--- config.mk ---
export PLATFORM = sky130hd
export DESIGN_NAME = custom_rptr_empty_flat
export DESIGN_NICKNAME = d
export VERILOG_FILES = /design/src/rtl/custom_rptr_empty_if.sv /design/src/rtl/custom_rptr_empty.sv /design/src/flat_wrapper.sv
export SDC_FILE = /design/constraint.sdc
export NUM_CORES = 1
export LEC_CHECK = 0
export BUFFER_PORTS_ARGS = -buffer_cell sky130_fd_sc_hd__buf_2
export CAP_MARGIN = 5
export CORE_ASPECT_RATIO = 1.75
export CORE_MARGIN = 2
export CORE_UTILIZATION = 40
export CTS_BUF_LIST = sky130_fd_sc_hd__clkbuf_16
export DETAILED_ROUTE_END_ITERATION = 10
export PLACE_DENSITY = 0.73
export SETUP_SLACK_MARGIN = 0.05
export SLEW_MARGIN = 10
export SYNTH_ARGS = -nofsm -noshare
export SYNTH_HDL_FRONTEND = slang
export SYNTH_SLANG_ARGS = --single-unit
--- constraint.sdc ---
create_clock -name rclk_i -period 3.05 [get_ports rclk_i]
set_clock_uncertainty 0.05 [all_clocks]
set_input_delay 0.305 -clock rclk_i [delete_from_list [all_inputs] [get_ports rclk_i]]
set_output_delay 0.305 -clock rclk_i [all_outputs]
set_load 0.1 [all_outputs]
--- src/rtl/custom_rptr_empty_if.sv ---
// rtl/custom_rptr_empty_if.sv - read-side pointer/empty bundle between FIFO read logic and its user
//
// Purpose : groups the read-domain request, synchronized write pointer and
//           status/address outputs of custom_rptr_empty into one bundle.
// Signals :
//   wptr_sync2_rdclk  Gray write pointer already synchronized to the read clock
//   rinc_i            read request for this cycle
//   clr_underflow_i   clears the sticky underflow flag
//   raddr_o           memory read address
//   rptr_g            registered Gray read pointer (to the write-side synchronizer)
//   rempty_o          registered empty flag
//   raempty_o         registered almost-empty flag
//   rcount_o          registered pessimistic fill count
//   runderflow_o      sticky read-while-empty flag
// Modports: master drives requests and consumes status; slave is the pointer block.

interface custom_rptr_empty_if #(
    parameter int ADDRSIZE = 4
);
    logic [ADDRSIZE:0]   wptr_sync2_rdclk;
    logic                rinc_i;
    logic                clr_underflow_i;
    logic [ADDRSIZE-1:0] raddr_o;
    logic [ADDRSIZE:0]   rptr_g;
    logic                rempty_o;
    logic                raempty_o;
    logic [ADDRSIZE:0]   rcount_o;
    logic                runderflow_o;

    modport master (
        output wptr_sync2_rdclk,
        output rinc_i,
        output clr_underflow_i,
        input  raddr_o,
        input  rptr_g,
        input  rempty_o,
        input  raempty_o,
        input  rcount_o,
        input  runderflow_o
    );

    modport slave (
        input  wptr_sync2_rdclk,
        input  rinc_i,
        input  clr_underflow_i,
        output raddr_o,
        output rptr_g,
        output rempty_o,
        output raempty_o,
        output rcount_o,
        output runderflow_o
    );
endinterface

--- src/rtl/custom_rptr_empty.sv ---
// rtl/custom_rptr_empty.sv - async FIFO read pointer, empty/almost-empty, fill count and underflow
//
// Purpose : read-clock-domain half of an async FIFO. Keeps the binary and
//           Gray read pointers, and derives empty, almost-empty, a
//           pessimistic fill count and a sticky underflow flag from the
//           twice-synchronized Gray write pointer.
// Ports   :
//   rclk_i    read clock (only clock)
//   rrst_n_i  asynchronous active-low reset
//   bus       custom_rptr_empty_if.slave (pointer inputs, status outputs)

module custom_rptr_empty #(
    parameter int ADDRSIZE      = 4,
    parameter int AEMPTY_THRESH = 2
) (
    input  logic                  rclk_i,
    input  logic                  rrst_n_i,
    custom_rptr_empty_if.slave    bus
);

    localparam logic [ADDRSIZE:0] AE_TH = (ADDRSIZE+1)'(AEMPTY_THRESH);

    logic [ADDRSIZE:0] r_rbin;
    logic [ADDRSIZE:0] r_rptr_g;
    logic              r_rempty;
    logic              r_raempty;
    logic [ADDRSIZE:0] r_rcount;
    logic              r_runderflow;

    logic              w_rd_ok;
    logic [ADDRSIZE:0] w_rbinnext;
    logic [ADDRSIZE:0] w_rgraynext;
    logic [ADDRSIZE:0] w_wbin_s;
    logic [ADDRSIZE:0] w_count_next;

    // A read only advances the pointer while not empty; this is what makes
    // read-while-empty harmless to the memory contents.
    assign w_rd_ok     = bus.rinc_i & ~r_rempty;
    assign w_rbinnext  = r_rbin + {{ADDRSIZE{1'b0}}, w_rd_ok};
    assign w_rgraynext = (w_rbinnext >> 1) ^ w_rbinnext;

    // Gray-to-binary: binary bit i is the XOR of all Gray bits at or above i.
    always_comb begin
        w_wbin_s = '0;
        for (int i = 0; i <= ADDRSIZE; i++) begin
            w_wbin_s[i] = ^(bus.wptr_sync2_rdclk >> i);
        end
    end

    // Using the next read pointer lets a read that drains the last entry
    // flag empty on the same edge; the synchronized write pointer lags, so
    // the count can only under-report.
    assign w_count_next = w_wbin_s - w_rbinnext;

    always_ff @(posedge rclk_i or negedge rrst_n_i) begin
        if (!rrst_n_i) begin
            r_rbin       <= '0;
            r_rptr_g     <= '0;
            r_rempty     <= 1'b1;
            r_raempty    <= 1'b1;
            r_rcount     <= '0;
            r_runderflow <= 1'b0;
        end else begin
            r_rbin    <= w_rbinnext;
            r_rptr_g  <= w_rgraynext;
            r_rempty  <= (w_rgraynext == bus.wptr_sync2_rdclk);
            r_rcount  <= w_count_next;
            r_raempty <= (w_count_next <= AE_TH);
            // Set has priority over clear so a simultaneous error is not lost.
            if (bus.rinc_i && r_rempty) begin
                r_runderflow <= 1'b1;
            end else if (bus.clr_underflow_i) begin
                r_runderflow <= 1'b0;
            end
        end
    end

    assign bus.raddr_o      = r_rbin[ADDRSIZE-1:0];
    assign bus.rptr_g       = r_rptr_g;
    assign bus.rempty_o     = r_rempty;
    assign bus.raempty_o    = r_raempty;
    assign bus.rcount_o     = r_rcount;
    assign bus.runderflow_o = r_runderflow;

endmodule

--- src/flat_wrapper.sv ---
// flat-port wrapper written by rule: the top's interface ports become plain ports
module custom_rptr_empty_flat 
#(
    parameter int ADDRSIZE      = 4,
    parameter int AEMPTY_THRESH = 2
)
  (rclk_i, rrst_n_i, bus_wptr_sync2_rdclk, bus_rinc_i, bus_clr_underflow_i, bus_raddr_o, bus_rptr_g, bus_rempty_o, bus_raempty_o, bus_rcount_o, bus_runderflow_o);
  custom_rptr_empty_if #(.ADDRSIZE(ADDRSIZE)) bus_i ();
  input  logic rclk_i;
  input  logic rrst_n_i;
  input wire logic [$bits(bus_i.wptr_sync2_rdclk)-1:0] bus_wptr_sync2_rdclk;
  input wire logic [$bits(bus_i.rinc_i)-1:0] bus_rinc_i;
  input wire logic [$bits(bus_i.clr_underflow_i)-1:0] bus_clr_underflow_i;
  output wire logic [$bits(bus_i.raddr_o)-1:0] bus_raddr_o;
  output wire logic [$bits(bus_i.rptr_g)-1:0] bus_rptr_g;
  output wire logic [$bits(bus_i.rempty_o)-1:0] bus_rempty_o;
  output wire logic [$bits(bus_i.raempty_o)-1:0] bus_raempty_o;
  output wire logic [$bits(bus_i.rcount_o)-1:0] bus_rcount_o;
  output wire logic [$bits(bus_i.runderflow_o)-1:0] bus_runderflow_o;
  assign bus_i.wptr_sync2_rdclk = bus_wptr_sync2_rdclk;
  assign bus_i.rinc_i = bus_rinc_i;
  assign bus_i.clr_underflow_i = bus_clr_underflow_i;
  assign bus_raddr_o = bus_i.raddr_o;
  assign bus_rptr_g = bus_i.rptr_g;
  assign bus_rempty_o = bus_i.rempty_o;
  assign bus_raempty_o = bus_i.raempty_o;
  assign bus_rcount_o = bus_i.rcount_o;
  assign bus_runderflow_o = bus_i.runderflow_o;
  custom_rptr_empty #(.ADDRSIZE(ADDRSIZE), .AEMPTY_THRESH(AEMPTY_THRESH)) u_core (.rclk_i(rclk_i), .rrst_n_i(rrst_n_i), .bus(bus_i));
endmodule
==> results.md, run 1 <==
## Run status
- completed — run status

## Die
- 0.414 — initial core utilization
- 70.3 um — die span in y
- 2950 um2 — Die Footprint
- 41.9 um — Die X
- 26 — number of top-level design ports
- 2430 um2 — core footprint
- 24 — Row Count

## STA
- 0.674 — slew margin rel.
- no — RSZ-0062 raised after global routing
- 0 — number of setup violations in the final report
- 488 ps — pin slew with the least headroom to its limit
- 0 — final hold viol count
- 2670 ps — final period demand of the worst path
- 210 ps — Fin Hold WS
- 0 — final max-slew violation count
- 0.877 — share of the clock period used by the worst path after layout
- 374 MHz — upper clock frequency limit
- 0 ps — setup_tns

## Logic synthesis
- 0 — Post-synth EDFFs
- 37 — count of distinct cell types in the synthesized netlist
- dfrtp_1 — cell taking the most area after synthesis
- 0.425 — portion of the post-synthesis area used by sequential elements
- 0.373 — portion of synthesized cell area occupied by the leading cell type
- 1.00 — FFs w/ async S/R, synth
- dfrtp_1 — most numerous cell in the Yosys netlist
- 0 — YS warnings
- 84 — Synth Instances
- dfrtp_1, xor2_1, inv_1 — leading post-synthesis cells by instance count
- dfrtp_1, xor2_1, ha_1 — top area cells in the synthesized netlist
- 1010 um2 — area of the mapped netlist
- 17 — post-synthesis sequential element count
- 12.0 um2 — post-synthesis average cell area
- dfrtp_1 — flip-flop cell with the highest count after synthesis
- 98 — number of nets produced by synthesis

## Global routing
- 0 — gr ovfl total
- 3430 um — first-pass GRT wire length
- 0 — antenna violations before repair
- 770 — vias in the first global route
- 0.156 — total routing usage reported by global routing
- 18 — largest net degree at the start of global routing

## Placement
- 0.825 — RePlAce Congestion
- 1670 um — Final HPWL DP
- 25 — number of buffers inserted by port buffering

## Critical path
- nor2b_1 -> ha_1 -> ha_1 -> xor2_1 -> ha_1 -> nor2_1 -> o221ai_2 -> and4_4 -> or2_1 — ordered cell list for the critical path
- 12 — Critical Path Fanout Max
- 600 ps — largest incremental delay on the critical path
- register — type of destination of the critical path
- 9 — logic depth of the worst register-to-register path
- ha_1 — Critical-path top delay cell
- ha_1 — most prevalent standard cell on the critical path
- register — type of element launching the critical path
- 3130 ps — Crit path required time
- register to register — kind of critical path
- 2760 ps — CP Data Arrival Time

## Clock tree
- 3 — CTS Buf Count
- 1 — count of hold buffers inserted by post-cts repair
- yes — TritonCTS clock tree
- 50 ps — clock-pin transition on the worst setup and hold timing paths
- 2 — Max Root-Sink Buffers
- 0 — total setup buffers inserted after CTS
- 250 ps — clock latency on the worst-skew pair
- 17 — number of clock sinks
- 0 — count of cells resized by post-cts repair
- clkbuf_16 — clock tree root buffer cell
- 1 — H-tree depth

## Detailed routing
- 2020 um — total wirelength of the detailed-routed design
- 14.4 um — wire length per cell
- 4 — drt first pass iters
- 729 — total number of vias
- 0 — remaining design rule violation count
- 17 — detailed router's first-iteration violation count
- 0 — number of nets still failing antenna checks after routing
- 5.21 — ratio of routed vias to standard cells

## Layout
- 25.0% — Area Overhead vs Synth
- 0.395 — share of post-route cells with drive strength above 1
- 212 — number of filler cells placed in the layout
- 129 — net count reported at finish
- 0 — diodes inserted

## Hold path
- primary input to register — worst min path class
- 2 — hold-critical path depth

## Job
- 0 — number of max-cap violations

## per-stage QoR
step	instances	setup WS (ps)	utilization	area [um2]
global placement	135	316	0.480	1170
CTS	140	392	0.517	1260
finish	140	376	0.517	1260
global route	140	212	0.517	1260
detailed placement	135	277	0.480	1170
floorplan	84	61.7	-	1010
## registers in the layout (all words and copies together), names as in the netlist
signal                   count
u_core.bus.rcount_o          5
u_core.r_rbin                5
u_core.bus.rptr_g            4
u_core.bus.raempty_o         1
u_core.bus.rempty_o          1
u_core.bus.runderflow_o      1
## placed cells by master (no fill, tap or decap), types with 2 or more instances in the layout
master     Yosys  layout
buf_2          0      25
clkbuf_16      0       3
dfrtp_1       15      15
dfstp_2        2       2
ha_1           5       5
inv_1          8       8
nand2_1        5       5
nand3_1        2       2
nor2_1         4       4
nor3b_1        2       2
xnor2_1        3       3
xnor2_2        2       2
xor2_1         9       9
xor2_2         2       2
## logic make-up (layout without fill, tap and decap cells)
kind of cell,count (synthesis),in the layout,synth area share
AO/OA/AOI/OAI,13,13,0.117
XOR/XNOR,19,19,0.243
flip-flops,17,17,0.425
AND/OR/NAND/NOR,21,21,0.119
adder cells (fa/ha/maj),5,5,0.0622
buffers and inverters,9,39,0.0336
## path summary, 6_finish.rpt
check | startpoint | end | slack [ps]
max | u_core.bus.rempty_o | u_core.bus.rcount_o[4] | 380
min | bus_clr_underflow_i | u_core.bus.runderflow_o | 210
max in group asynchronous | rrst_n_i | u_core.bus.rempty_o | 2190
min in group asynchronous | rrst_n_i | u_core.bus.rcount_o[0] | 460
min reg2reg | u_core.bus.runderflow_o | u_core.bus.runderflow_o | 480
max reg2reg | u_core.bus.rempty_o | u_core.bus.rcount_o[4] | 380
## worst max-delay path: cells and delay by family, from the launching register on
kind | cells | cell delay (ps)
flip-flops | 1 | 530
adder cells (fa/ha/maj) | 3 | 1040
XOR/XNOR | 1 | 160
AND/OR/NAND/NOR | 4 | 660
AO/OA/AOI/OAI | 1 | 120
## cell type report
| cell class | instances | area, um2 | share of cell area |
|---|---|---|---|
| Sequential cell | 17 | 428 | 0.340 |
| Clock inverter | 1 | 5.00 | 0.00398 |
| Multi-Input combinational cell | 58 | 544 | 0.433 |
| Tap cell | 26 | 32.5 | 0.0259 |
| Clock buffer | 3 | 75.1 | 0.0597 |
| Inverter | 8 | 30.0 | 0.0239 |
| Timing Repair Buffer | 27 | 143 | 0.113 |
## per-layer routing
layer / vias up / wire length (um) / track usage
li1: 345 / - / -
met1: 353 / 712 / 0.159
met2: 24 / 1150 / 0.280
met3: 7 / 63 / 0.0129
met4: 0 / 88 / 0.118
met5: - / 0 / 0
Power of run 1 is not shown: default switching activity piles up to over one toggle a cycle in this logic, so the estimate is an artifact.
==> inputs of run 2 (changes only) <==
- clock period: 3.05 -> 3.24 ns (I/O delays scaled with it)
==> run 2 against run 1 <==
Core utilization fell by 0.051 points. Clock-buffer cell count is the same. Design area down 0.10%. Sequential cell count unchanged.
==> results.md, run 2 (same netlist as run 1, synthesis figures left out) <==
## Detailed routing
- 0 — remaining design rule violation count
- 13.7 um — wire length per cell
- 1920 um — total wirelength of the detailed-routed design
- 6 — detailed router's first-iteration violation count
- 737 — total number of vias
- 5.26 — ratio of routed vias to standard cells
- 0 — number of nets still failing antenna checks after routing
- 4 — drt first pass iters

## Die
- 26 — number of top-level design ports
- 2950 um2 — Die Footprint
- 41.9 um — Die X
- 70.3 um — die span in y
- 0.414 — initial core utilization
- 24 — Row Count
- 2430 um2 — core footprint

## Placement
- 1170 um2 — placed instance area
- 1600 um — Final HPWL DP
- 0.826 — RePlAce Congestion
- 135 — Placed Instances
- 25 — number of buffers inserted by port buffering

## Clock tree
- 0 — count of cells resized by post-cts repair
- 2 — Max Root-Sink Buffers
- clkbuf_16 — clock tree root buffer cell
- 50 ps — clock-pin transition on the worst setup and hold timing paths
- 1 — count of hold buffers inserted by post-cts repair
- 17 — number of clock sinks
- 240 ps — clock latency on the worst-skew pair
- 0 — total setup buffers inserted after CTS
- 1 — H-tree depth
- 3 — CTS Buf Count
- yes — TritonCTS clock tree

## Critical path
- u_core.bus.rcount_o[4] — RR Endpoint
- 3320 ps — Crit path required time
- buf_2 -> xnor3_2 -> xor2_2 -> xor2_1 -> ha_1 -> inv_1 -> ha_1 -> nor2_1 -> o221ai_2 -> and4_4 -> or2_1 — ordered cell list for the critical path
- 9 — logic depth of the worst register-to-register path
- 2740 ps — CP Data Arrival Time
- register — type of destination of the critical path
- 490 ps — largest incremental delay on the critical path
- XOR/XNOR gates — family of cells with the greatest summed delay on the critical path
- u_core.bus.rempty_o — source of the worst register-to-register timing path
- xnor3_2 — Critical-path top delay cell
- ha_1 — most prevalent standard cell on the critical path
- primary input to register — kind of critical path
- primary input — type of element launching the critical path
- 600 ps — FF-to-FF setup slack
- 5 — Critical Path Fanout Max
- 2 — Critical path buffers and inverters

## Run status
- completed — run status

## STA
- 0 — final hold viol count
- 0.677 — slew margin rel.
- 2670 ps — final period demand of the worst path
- 375 MHz — upper clock frequency limit
- 0.823 — share of the clock period used by the worst path after layout
- 0 — number of setup violations in the final report
- 231 ps — Fin Hold WS
- 488 ps — pin slew with the least headroom to its limit
- 0 — final max-slew violation count
- 0 ps — setup_tns
- no — RSZ-0062 raised after global routing

## Global routing
- 0.153 — total routing usage reported by global routing
- 3400 um — first-pass GRT wire length
- 0 — gr ovfl total
- 0 — antenna violations before repair
- 18 — largest net degree at the start of global routing
- 762 — vias in the first global route

## Hold path
- primary input to register — worst min path class
- u_core.bus.runderflow_o — hold worst-path end
- 2 — hold-critical path depth
- bus_clr_underflow_i — min-delay src

## Layout
- 0 — diodes inserted
- 229 — number of filler cells placed in the layout
- 1260 um2 — final design area excluding fillers
- 129 — net count reported at finish
- 0.386 — share of post-route cells with drive strength above 1
- buf_2 — most frequent standard cell in the layout excluding fill and tap cells
- 140 — Non-Filler Instances
- 24.9% — Area Overhead vs Synth
- buf_2, dfrtp_1, inv_1, xor2_1 — most used cells in the layout excluding fill and tap cells

## Job
- 0 — number of max-cap violations

run 2: cell count changes in the layout (fill, tap and decap cells not counted), sizes merged:
cell / before / now
inv: 8 / 9
clkinv: 1 / 0
run 2: layer usage:
| layer | up-vias | share of wire | wire [um] | track usage |
|---|---|---|---|---|
| li1 | 346 | - | - | - |
| met3 | 12 | 0.034 | 65 | 0.0207 |
| met4 | 0 | 0.061 | 117 | 0.129 |
| met2 | 24 | 0.54 | 1040 | 0.259 |
| met1 | 355 | 0.36 | 696 | 0.160 |
| met5 | - | 0 | 0 | 0 |
run 2: layout make-up:
type / instances / area, um2 / area share
multi-input combinational: 58 / 544 / 0.433
sequential: 17 / 428 / 0.341
timing repair buffer: 27 / 143 / 0.114
clock buffer: 3 / 75.1 / 0.0598
tap: 26 / 32.5 / 0.0259
inverter: 8 / 30.0 / 0.0239
clock inverter: 1 / 3.75 / 0.00299
run 2: worst max-delay path by stage:
stage,end,slack (ps),from,depth (start not counted)
3_5_place_dp,u_core.bus.rcount_o[4],370,bus_wptr_sync2_rdclk[3],11
5_1_grt,u_core.bus.raempty_o,380,u_core.bus.rempty_o,11
6_report,u_core.bus.rcount_o[4],570,bus_wptr_sync2_rdclk[3],11
3_3_place_gp,u_core.bus.rcount_o[4],490,bus_wptr_sync2_rdclk[3],11
2_1_floorplan,u_core.bus.raempty_o,250,u_core.r_rbin[0],10
4_1_cts,u_core.bus.rcount_o[4],600,bus_wptr_sync2_rdclk[3],11
run 2: worst reg2reg max path: cells and delay by family, from the launching register on:
kind                     cells  cell delay [ps]
AO/OA/AOI/OAI                1              130
XOR/XNOR                     1              240
adder cells (fa/ha/maj)      3              900
flip-flops                   1              530
AND/OR/NAND/NOR              4              670
run 2: per-stage QoR:
stage / setup slack (ps) / util
2_1_floorplan: 252 / -
3_3_place_gp: 487 / 0.480
3_5_place_dp: 373 / 0.480
4_1_cts: 597 / 0.516
5_1_grt: 382 / 0.516
6_report: 575 / 0.516
Power of run 2 is left out for the same reason.
==> inputs of run 3 (changes only) <==
- PLACE_DENSITY: 0.73 -> 0.76
- clock period: 3.24 -> 2.3 ns (I/O delays scaled with it)
==> run 3 against run 2 <==
The flow now finishes with violations (negative setup slack). Core utilization increased by 10 points. Register-to-register slack lost 800 ps. Wire length up 36%. First-iteration DRC count grew to 5.5 times the previous value. Design area is 20% higher. Via count grew 9.9%. Final cell count increased by 10%. Die area unchanged. Clock-buffer cell count unchanged. Sequential share of layout area fell by 5.2 points. Sequential cell count unchanged. Non-clock buffer count increased by 14. Largest cell class unchanged.
==> results.md, run 3 (same netlist as run 1, synthesis figures left out) <==
## Critical path
- 620 ps — largest incremental delay on the critical path
- 2 — Critical Path Fanout Max
- nor2b_4 -> ha_4 -> ha_4 -> xor2_4 -> inv_2 -> ha_4 -> a21boi_4 -> inv_2 -> a221oi_4 -> o2111ai_2 -> nor3_2 — ordered cell list for the critical path
- 2420 ps — Crit path required time
- 11 — logic depth of the worst register-to-register path
- u_core.bus.rempty_o — source of the worst register-to-register timing path
- register — type of destination of the critical path
- u_core.bus.raempty_o — RR Endpoint
- register to register — kind of critical path
- compound AO/OA/AOI/OAI gates — family of cells with the greatest summed delay on the critical path
- dfstp_4 — Critical-path top delay cell
- register — type of element launching the critical path
- 2 — Critical path buffers and inverters
- ha_4 — most prevalent standard cell on the critical path
- u_core.bus.rempty_o — source of the critical timing path
- 2620 ps — CP Data Arrival Time
- -200 ps — FF-to-FF setup slack

## Clock tree
- 250 ps — clock latency on the worst-skew pair
- 17 — number of clock sinks
- 3 — CTS Buf Count
- clkbuf_16 — clock tree root buffer cell
- 50 ps — clock-pin transition on the worst setup and hold timing paths
- 2 — Max Root-Sink Buffers
- yes — TritonCTS clock tree
- 1 — H-tree depth

## STA
- 3 — number of setup violations in the final report
- 497 ps — pin slew with the least headroom to its limit
- -204 ps — post-layout worst setup margin
- 2500 ps — final period demand of the worst path
- 1.09 — share of the clock period used by the worst path after layout
- yes — RSZ-0062 raised after global routing
- 0 — final max-slew violation count
- 125 ps — Fin Hold WS
- 0.671 — slew margin rel.
- 0 — final hold viol count
- 399 MHz — upper clock frequency limit

## Die
- 24 — Row Count
- 26 — number of top-level design ports
- 2430 um2 — core footprint
- 2950 um2 — Die Footprint
- 70.3 um — die span in y
- 0.414 — initial core utilization
- 41.9 um — Die X

## Layout
- 1510 um2 — final design area excluding fillers
- buf_2 — most frequent standard cell in the layout excluding fill and tap cells
- 143 — net count reported at finish
- 154 — Non-Filler Instances
- 682 um2 — area used by multi-input combinational logic
- 0 — diodes inserted
- buf_2, buf_4, dfrtp_1 — most used cells in the layout excluding fill and tap cells
- 172 — number of filler cells placed in the layout
- 0.620 — final cell utilization of the core
- 435 um2 — sequential standard cell area
- 49.9% — Area Overhead vs Synth
- 0.609 — share of post-route cells with drive strength above 1

## Placement
- 0.838 — RePlAce Congestion
- 147 — Placed Instances
- 25 — number of buffers inserted by port buffering
- 1750 um — Final HPWL DP
- 1310 um2 — placed instance area

## Hold path
- bus_clr_underflow_i — min-delay src
- primary input to register — worst min path class
- u_core.bus.runderflow_o — hold worst-path end
- 2 — hold-critical path depth

## Detailed routing
- 16.9 um — wire length per cell
- 33 — detailed router's first-iteration violation count
- 810 — total number of vias
- 0 — number of nets still failing antenna checks after routing
- 5.26 — ratio of routed vias to standard cells
- 0 — remaining design rule violation count
- 2610 um — total wirelength of the detailed-routed design
- 4 — drt first pass iters

## Global routing
- 0 — gr ovfl total
- 0 — antenna violations before repair
- 4270 um — first-pass GRT wire length
- 871 — vias in the first global route
- 18 — largest net degree at the start of global routing
- 0.194 — total routing usage reported by global routing

## Job
- 0 — number of max-cap violations

## Run status
- negative setup slack — violations in the final reports
- complete, but fails checks — run status

## run 3: cell count changes in the layout (fill, tap and decap cells not counted), moves of 3 or more
| cell | before | now |
|---|---|---|
| buf_4 | 1 | 15 |
| ha_1 | 5 | 1 |
| inv_1 | 9 | 5 |
| dfrtp_1 | 15 | 12 |
| dfrtp_2 | 0 | 3 |
| ha_4 | 0 | 3 |
| inv_2 | 0 | 3 |
## run 3: worst max-delay path by stage
stage                                      end  slack, ps  cells past startpoint
after floorplan           u_core.bus.raempty_o       -320                     11
final                     u_core.bus.raempty_o       -200                     11
after global placement    u_core.bus.raempty_o        -30                     11
after global routing      u_core.bus.raempty_o       -310                     11
after detailed placement  u_core.bus.raempty_o       -140                     11
after CTS                 u_core.bus.raempty_o       -140                     11
## run 3: worst register-to-register path: stages (launching register included)
cell	delay (ps)
dfstp_4	620
nor2b_4	40
ha_4	160
ha_4	180
xor2_4	140
inv_2	70
ha_4	260
a21boi_4	220
inv_2	80
a221oi_4	280
o2111ai_2	140
nor3_2	160
## run 3: timing repair
action / in CTS / in global routing
hold buffers: 1 / 0
resized for setup: 7 / 8
cloned: 0 / 0
pin swaps: 7 / 4
endpoints found under the hold margin: 15 / 0
endpoints found under the setup margin: 4 / 4
setup buffers: 3 / 1
## run 3: layout make-up
class	instances	area share
clock buffers	3	0.0498
clock inverters	1	0.00332
inverters	8	0.0199
multi-input cells	58	0.452
flip-flops and latches	17	0.289
well taps	26	0.0216
repair buffers	41	0.164
## run 3: layer usage
layer / track usage / up-vias / part of all wire
met5: 0 / - / 0
met4: 0.104 / 0 / 0.040
met3: 0.0155 / 11 / 0.026
met2: 0.372 / 26 / 0.59
met1: 0.197 / 394 / 0.34
li1: - / 379 / -
## run 3: per-stage QoR
stage,TNS (ps),setup slack (ps)
5_1_grt,-688,-314
2_1_floorplan,-964,-315
4_1_cts,-320,-144
3_3_place_gp,-46.5,-27.5
6_report,-396,-204
3_5_place_dp,-257,-143
Power of run 3 is left out for the same reason.
